==> src/rtl/postfix_pkg.sv <==
// Shared constants and state encoding for the postfix expression evaluator.
package postfix_pkg;

  localparam int unsigned DefStackDepth = 16;
  localparam int unsigned DefDataW      = 16;

  localparam logic [7:0] ChZero  = 8'h30;
  localparam logic [7:0] ChNine  = 8'h39;
  localparam logic [7:0] ChPlus  = 8'h2B;
  localparam logic [7:0] ChMinus = 8'h2D;
  localparam logic [7:0] ChMul   = 8'h2A;

  typedef enum logic [1:0] {
    StIdle,
    StAccum,
    StResult
  } state_t;

endpackage

==> src/rtl/eval_stack.sv <==
// Registered operand stack: push, pop2-push1 (replace), clear; exposes top two entries and depth.
module eval_stack #(
  parameter int unsigned STACK_DEPTH = 16,
  parameter int unsigned DATA_W      = 16,
  parameter int unsigned DepthW      = $clog2(STACK_DEPTH + 1)
) (
  input  logic              clk,
  input  logic              reset,
  input  logic              clear,
  input  logic              push,
  input  logic              replace,
  input  logic [DATA_W-1:0] push_data,
  output logic [DATA_W-1:0] top,
  output logic [DATA_W-1:0] second,
  output logic [DepthW-1:0] depth,
  output logic              full,
  output logic              empty
);

  localparam int unsigned AddrW = (STACK_DEPTH > 1) ? $clog2(STACK_DEPTH) : 1;

  logic [DATA_W-1:0] mem [STACK_DEPTH];
  logic [DepthW-1:0] sp;
  logic [DepthW-1:0] base;

  // A clear in the same cycle as a push starts the new frame at slot 0.
  always_comb begin
    base   = clear ? '0 : sp;
    top    = mem[AddrW'(sp - DepthW'(1))];
    second = mem[AddrW'(sp - DepthW'(2))];
    depth  = sp;
    full   = (sp == DepthW'(STACK_DEPTH));
    empty  = (sp == '0);
  end

  always_ff @(posedge clk or negedge reset) begin
    if (!reset) begin
      sp <= '0;
    end else if (push) begin
      sp <= base + DepthW'(1);
    end else if (replace) begin
      sp <= base - DepthW'(1);
    end else if (clear) begin
      sp <= '0;
    end
  end

  always_ff @(posedge clk) begin
    if (push) begin
      mem[AddrW'(base)] <= push_data;
    end else if (replace) begin
      mem[AddrW'(base - DepthW'(2))] <= push_data;
    end
  end

endmodule

==> src/rtl/postfix_eval.sv <==
// Postfix expression evaluator: one ASCII character per cycle while ready is high,
// result/error reported with a one-cycle done pulse after the frame ends.
module postfix_eval
  import postfix_pkg::*;
#(
  parameter int unsigned STACK_DEPTH = DefStackDepth,
  parameter int unsigned DATA_W      = DefDataW
) (
  input  logic              clk,
  input  logic              reset,
  input  logic              ready,
  input  logic [7:0]        postfix,
  output logic              done,
  output logic [DATA_W-1:0] result,
  output logic              error
);

  localparam int unsigned DepthW = $clog2(STACK_DEPTH + 1);

  state_t            state;
  logic              frame_err;
  logic [DATA_W-1:0] top;
  logic [DATA_W-1:0] second;
  logic [DATA_W-1:0] digit_val;
  logic [DATA_W-1:0] alu_res;
  logic [DATA_W-1:0] push_data;
  logic [DepthW-1:0] depth;
  logic              full;
  logic              empty;
  logic              is_digit;
  logic              is_op;
  logic              first;
  logic              eff_err;
  logic              bad;
  logic              end_err;
  logic              clear;
  logic              push;
  logic              replace;

  always_comb begin
    is_digit  = (postfix >= ChZero) && (postfix <= ChNine);
    is_op     = (postfix == ChPlus) || (postfix == ChMinus) || (postfix == ChMul);
    // Outside ACCUM the incoming character opens a new frame: stack and error count as cleared.
    first     = (state != StAccum);
    eff_err   = first ? 1'b0 : frame_err;
    if (is_digit) begin
      bad = !first && full;
    end else if (is_op) begin
      bad = first || empty || (depth == DepthW'(1));
    end else begin
      bad = 1'b1;
    end
    digit_val = {{(DATA_W - 4){1'b0}}, postfix[3:0]};
    case (postfix)
      ChPlus:  alu_res = second + top;
      ChMinus: alu_res = second - top;
      default: alu_res = second * top;
    endcase
    push_data = is_digit ? digit_val : alu_res;
    clear     = ready && first;
    push      = ready && !eff_err && !bad && is_digit;
    replace   = ready && !eff_err && !bad && is_op;
    end_err   = frame_err || (depth != DepthW'(1));
  end

  eval_stack #(
    .STACK_DEPTH(STACK_DEPTH),
    .DATA_W     (DATA_W),
    .DepthW     (DepthW)
  ) u_stack (
    .clk      (clk),
    .reset    (reset),
    .clear    (clear),
    .push     (push),
    .replace  (replace),
    .push_data(push_data),
    .top      (top),
    .second   (second),
    .depth    (depth),
    .full     (full),
    .empty    (empty)
  );

  always_ff @(posedge clk or negedge reset) begin
    if (!reset) begin
      state     <= StIdle;
      frame_err <= 1'b0;
      done      <= 1'b0;
      result    <= '0;
      error     <= 1'b0;
    end else begin
      done <= 1'b0;
      unique case (state)
        StIdle, StResult: begin
          if (ready) begin
            state     <= StAccum;
            frame_err <= bad;
          end else begin
            state <= StIdle;
          end
        end
        StAccum: begin
          if (ready) begin
            frame_err <= frame_err | bad;
          end else begin
            state  <= StResult;
            done   <= 1'b1;
            error  <= end_err;
            result <= end_err ? '0 : top;
          end
        end
        default: state <= StIdle;
      endcase
    end
  end

endmodule

==> config.mk <==
export PLATFORM = sky130hd
export DESIGN_NAME = postfix_eval
export DESIGN_NICKNAME = d
export VERILOG_FILES = /design/src/rtl/postfix_pkg.sv /design/src/rtl/eval_stack.sv /design/src/rtl/postfix_eval.sv
export SDC_FILE = /design/constraint.sdc
export NUM_CORES = 1
export LEC_CHECK = 0
export CELL_PAD_IN_SITES_DETAIL_PLACEMENT = 2
export CELL_PAD_IN_SITES_GLOBAL_PLACEMENT = 2
export CORE_MARGIN = 1.5
export CORE_UTILIZATION = 40
export DETAILED_ROUTE_END_ITERATION = 10
export GPL_TIMING_DRIVEN = 0
export PLACE_DENSITY = 0.78
export SLEW_MARGIN = 20
export SYNTH_ARGS = -nofsm -noshare
export SYNTH_HDL_FRONTEND = slang
export SYNTH_SLANG_ARGS = --single-unit
==> constraint.sdc <==
create_clock -name clk -period 8.2 [get_ports clk]
set_input_delay 0.82 -clock clk [delete_from_list [all_inputs] [get_ports clk]]
set_output_delay 0.82 -clock clk [all_outputs]
set_load 0.005 [all_outputs]
==> flow_summary.yaml, run 1 <==
critical_path:
  crit_required_ns: 8.52
  crit_path_frequent_cell: "fa_1"
  worstPathMaxFanout: 9
  slowest_delay_ns: 0.55
  cp.arrival_ns: 8.52
  crit_type: "reg -> reg"
  worst_setup_path_start_kind: "register"
  cp-end-kind: "register"
  critPathBufInv: 14
  slowest_stage: "fa_1"
  critical_path.top_delay_family: "adder cells"
timing:
  fin_crit_sh: 1.00
  fin_skew_ns: 0.0306
  setup-violations-final: 1
  setup_slack_ns: -0.000346
  maxSlewHeadroom: 0.283
  tightest_slew_ns: 1.07
  hold_violations: 0
  setup_tns_ns: -0.000346
  max_freq_ghz: 0.122
  rsz0062_at_grt: "yes"
  maxSlewViolCount: 0
  finalCriticalPeriod_ns: 8.20
place:
  placed_area_um2: 19700
  hpwl_mm: 45.4
  io_buffers: 28
  gp_routability_congestion: 0.871
  pre_cts_ws_ns: -3.22
clock_network:
  cts_sinks: 282
  htreeDepth: 1
  clkTransAtPathRegs_ns: 0.06
  numCtsBuffers: 31
  cts_max_path_buffers: 3
  cts_tree: "built"
  clock_latency_ns: 0.58
  root_buffer: "clkbuf_16"
synthesis:
  ys.flop_type: "edfxtp_1"
  ys_types: 67
  synth_edf_count: 256
  synth_nets: 1483
  synth_warnings: 0
  seq_area_frac_synth: 0.457
  syn_avg_cell_area_um2: 13.8
  synth_cells: 1317
  synthMuxAreaShare: 0.201
  yosys.area_share.xor_xnor: 0.0338
  synth_area_um2: 18200
  synth_top_family_by_area: "multiplexers"
  ys_ff_latch: 282
  synth-simple-area-share: 0.0752
  async_flop_share: 0.0922
  synth_fa_ha_area_frac: 0.140
  synth_compound_area_frac: 0.0431
floorplan:
  rows: 78
  die_area_um2: 46900
  ios: 29
  die_width_um: 216
  start_util: 0.403
  die_h_um: 216
  core_area_um2: 45200
route:
  dr.first_iter.drc_count: 1414
  dr.pass1.iters: 5
  drc: 0
  wl_per_cell_um: 34.3
  drt_wl_total_mm: 71.8
  drtAntennaViolNets: 0
  avgViaCountPerCell: 6.22
  vias: 13000
grt:
  antenna_found_initial: 1
  grt_pass1_vias: 14000
  grt-ovfl-total: 0
  grt_max_degree: 27
  track_usage: 0.292
  grt_pass1_wl_mm: 97.9
final_layout:
  stdcell_area_um2: 22200
  area_growth_pct: 21.5
  fillers: 4231
  nNetsFinal: 1634
  layout_common_cells: "edfxtp_1, mux4_2, inv_1"
  diodes: 0
  final_common_cell: "edfxtp_1"
  layout-drive-gt1-share: 0.288
run_status:
  violations: "negative setup slack"
  status: "finished, violations left"
worst_hold_path:
  hold_class: "in -> async"
job:
  maxCapViolations: 0
sequential cells by signal (all words and copies together), names as in the netlist:
| signal | flops |
|---|---|
| done | 1 |
| error | 1 |
| frame_err | 1 |
| result | 16 |
| state | 2 |
| u_stack.depth | 5 |
| u_stack.mem | 256 |
Yosys cell counts (all sizes together), types with 26 or more instances:
| cell | n | area share |
|---|---|---|
| o21ai | 37 | 0.010 |
| buf | 38 | 0.015 |
| edfxtp | 256 | 0.42 |
| mux4 | 147 | 0.18 |
| dfrtp | 26 | 0.036 |
| xnor2 | 56 | 0.027 |
| a21oi | 33 | 0.0095 |
| fa | 81 | 0.089 |
| nor2b | 29 | 0.010 |
| nand2 | 113 | 0.023 |
| nor2 | 91 | 0.019 |
| inv | 146 | 0.030 |
| ha | 74 | 0.051 |
kinds of logic (layout without fill, tap and decap cells):
| logic type | after synthesis | after routing |
|---|---|---|
| compound gates | 122 | 123 |
| xor+xnor | 67 | 67 |
| fa+ha+maj | 155 | 155 |
| buf+inv | 210 | 384 |
| flops | 282 | 282 |
| mux | 180 | 180 |
| simple gates | 301 | 301 |
path summary, 6_finish.rpt:
path	start	to	slack (ns)	depth (start not counted)
hold reg to reg	result[6]	result[6]	0.51	2
setup / recovery	u_stack.depth[1]	u_stack.mem[5][14]	-0.0003	33
max in group asynchronous	reset	u_stack.depth[0]	7.51	1
setup reg to reg	u_stack.depth[1]	u_stack.mem[5][14]	-0.0003	33
hold / removal	reset	error	0.25	1
min in group clk	result[6]	result[6]	0.51	2
area by class of cell:
type,count,area (um2),share of cell area
multi-input combinational,826,9490,0.428
sequential,282,8340,0.376
timing repair buffer,124,1300,0.0587
clock buffer,32,779,0.0352
tap,600,751,0.0339
buffer,56,659,0.0298
inverter,147,567,0.0256
clock inverter,25,269,0.0121
per-layer routing:
layer  up-vias  track usage  share of wire
met1      6959        0.369           0.38
met3       211       0.0490          0.074
met5         -            0              0
met2       718        0.496           0.50
met4         0        0.126          0.049
li1       5122            -              -
stage by stage:
| stage | hold WS (ns) | std cells | util |
|---|---|---|---|
| after detailed placement | 0.495 | 1959 | 0.436 |
| after CTS | 0.255 | 2047 | 0.475 |
| after global placement | 0.477 | 1945 | 0.426 |
| after floorplan | 0.469 | 1317 | - |
| final | 0.250 | 2092 | 0.490 |
| after global routing | 0.291 | 2092 | 0.490 |
timing repair:
action,4_1_cts,5_1_grt
setup endpoints to repair,192,80
endpoints found under the hold margin,0,0
hold buffers,0,0
gates cloned,2,1
resized for setup,114,50
setup buffers,35,46
pin swaps,12,9
Power of run 1 is not shown: default switching activity piles up to over one toggle a cycle in this logic, so the estimate is an artifact.
==> inputs of run 2 (changes only) <==
--- a/config.mk
+++ b/config.mk
@@ -8,10 +8,11 @@
 export CELL_PAD_IN_SITES_DETAIL_PLACEMENT = 2
 export CELL_PAD_IN_SITES_GLOBAL_PLACEMENT = 2
 export CORE_MARGIN = 1.5
-export CORE_UTILIZATION = 40
+export CORE_UTILIZATION = 42
+export CTS_BUF_LIST = sky130_fd_sc_hd__clkbuf_16
 export DETAILED_ROUTE_END_ITERATION = 10
 export GPL_TIMING_DRIVEN = 0
-export PLACE_DENSITY = 0.78
+export PLACE_DENSITY = 0.81
 export SLEW_MARGIN = 20
 export SYNTH_ARGS = -nofsm -noshare
 export SYNTH_HDL_FRONTEND = slang
==> flow_summary.yaml, run 2 (same netlist as run 1, synthesis figures left out) <==
run_status:
  status: "finished, violations left"
  violations: "negative setup slack"
clock_network:
  cts_tree: "built"
  cts_sinks: 282
  htreeDepth: 2
  cts_max_path_buffers: 3
  clkTransAtPathRegs_ns: 0.07
  root_buffer: "clkbuf_16"
  ctsHoldBuffers: 0
  numCtsBuffers: 34
  clock_latency_ns: 0.58
critical_path:
  worstPathMaxFanout: 11
  slowest_delay_ns: 0.57
  worst_setup_path_start_kind: "register"
  crit_start: "u_stack.depth[1]"
  reg2reg_depth: 32
  critical_path.top_delay_family: "adder cells"
  crit_type: "reg -> reg"
  crit_required_ns: 8.58
  r2r_start: "u_stack.depth[1]"
  slowest_stage: "fa_1"
  critPathBufInv: 10
  cp.arrival_ns: 8.81
  rrSetupSlack_ns: -0.23
  cp-end-kind: "register"
  crit_path_frequent_cell: "xnor2_1"
  r2r_end: "u_stack.mem[9][15]"
place:
  gp_routability_congestion: 0.885
  placed_area_um2: 19600
  hpwl_mm: 46.0
  io_buffers: 28
  dp.cells: 1942
  pre_cts_ws_ns: -3.16
timing:
  maxSlewHeadroom: 0.174
  max_freq_ghz: 0.119
  fin_skew_ns: 0.0404
  setup-violations-final: 16
  tightest_slew_ns: 1.24
  fin_crit_sh: 1.03
  rsz0062_at_grt: "yes"
  hold_violations: 0
  setup_slack_ns: -0.232
  maxSlewViolCount: 0
  finalCriticalPeriod_ns: 8.43
  fin_hold_ws_ns: 0.274
route:
  top_layer: "met4"
  wl_met1_mm: 27.9
  drt_wl_total_mm: 76.5
  wl_per_cell_um: 36.9
  route.met3.wl_mm: 6.37
  drc: 0
  avgViaCountPerCell: 6.49
  drtAntennaViolNets: 0
  dr.pass1.iters: 5
  vias: 13500
  dr.first_iter.drc_count: 1661
  wl_met2_mm: 37.3
grt:
  grt_max_degree: 27
  grt_pass1_wl_mm: 106
  grt_pass1_vias: 14500
  antenna_found_initial: 0
  grt-ovfl-total: 0
  track_usage: 0.341
final_layout:
  fillers: 3968
  register_area_um2: 8340
  largest_reg_flops: 256
  multi_input_area_um2: 9470
  finalNonFillerCells: 2074
  final_common_cell: "edfxtp_1"
  top_register: "u_stack.mem"
  layout_common_cells: "edfxtp_1, mux4_2, inv_1"
  layout-drive-gt1-share: 0.284
  stdcell_area_um2: 22100
  nNetsFinal: 1628
  area_growth_pct: 21.1
floorplan:
  die_width_um: 211
  start_util: 0.424
  die_area_um2: 44700
  ios: 29
  rows: 76
  core_area_um2: 43000
  die_h_um: 211
worst_hold_path:
  hold_class: "in -> async"
job:
  maxCapViolations: 0
[run 2: cell types whose count changed in the layout (fill, tap and decap cells not counted), moves of 3 or more]
cell       before  now
buf_12         19   15
buf_4          75   69
buf_6          18   22
clkbuf_1       14   11
clkbuf_16      35   38
clkinv_2        9    6
inv_1         139  142
inv_6           1    4
[run 2: layout make-up]
type,count,area share
multi-input cells,827,0.429
flip-flops and latches,282,0.378
repair buffers,115,0.0548
clock buffers,34,0.0385
well taps,585,0.0331
plain buffers,55,0.0290
inverters,147,0.0257
clock inverters,28,0.0122
diodes,1,0.000113
[run 2: how the worst max path moves through the flow]
stage,to,slack [ns],cells past startpoint
floorplan,u_stack.mem[0][15],0.06,32
global placement,u_stack.mem[10][15],-2.92,32
detailed placement,u_stack.mem[11][15],-3.16,32
CTS,u_stack.mem[14][15],0.01,33
global route,u_stack.mem[14][15],-0.40,29
finish,u_stack.mem[9][15],-0.23,32
[run 2: repair_timing]
action,in CTS,in global routing
pin swaps,9,23
gates cloned,3,1
buffers inserted,46,27
setup endpoints to repair,192,80
endpoints found under the hold margin,0,0
resized for setup,118,33
[run 2: routing by layer]
layer	up-vias	GRT usage
met5	-	0
met2	929	0.576
met3	296	0.0583
li1	5114	-
met1	7116	0.419
met4	0	0.185
[run 2: metrics by stage]
stage | setup TNS, ns | util
6_report | -3.22 | 0.514
5_1_grt | -6.21 | 0.514
2_1_floorplan | 0 | -
3_3_place_gp | -398.26 | 0.448
3_5_place_dp | -416.78 | 0.457
4_1_cts | 0 | 0.503
Power of run 2 is left out for the same reason.
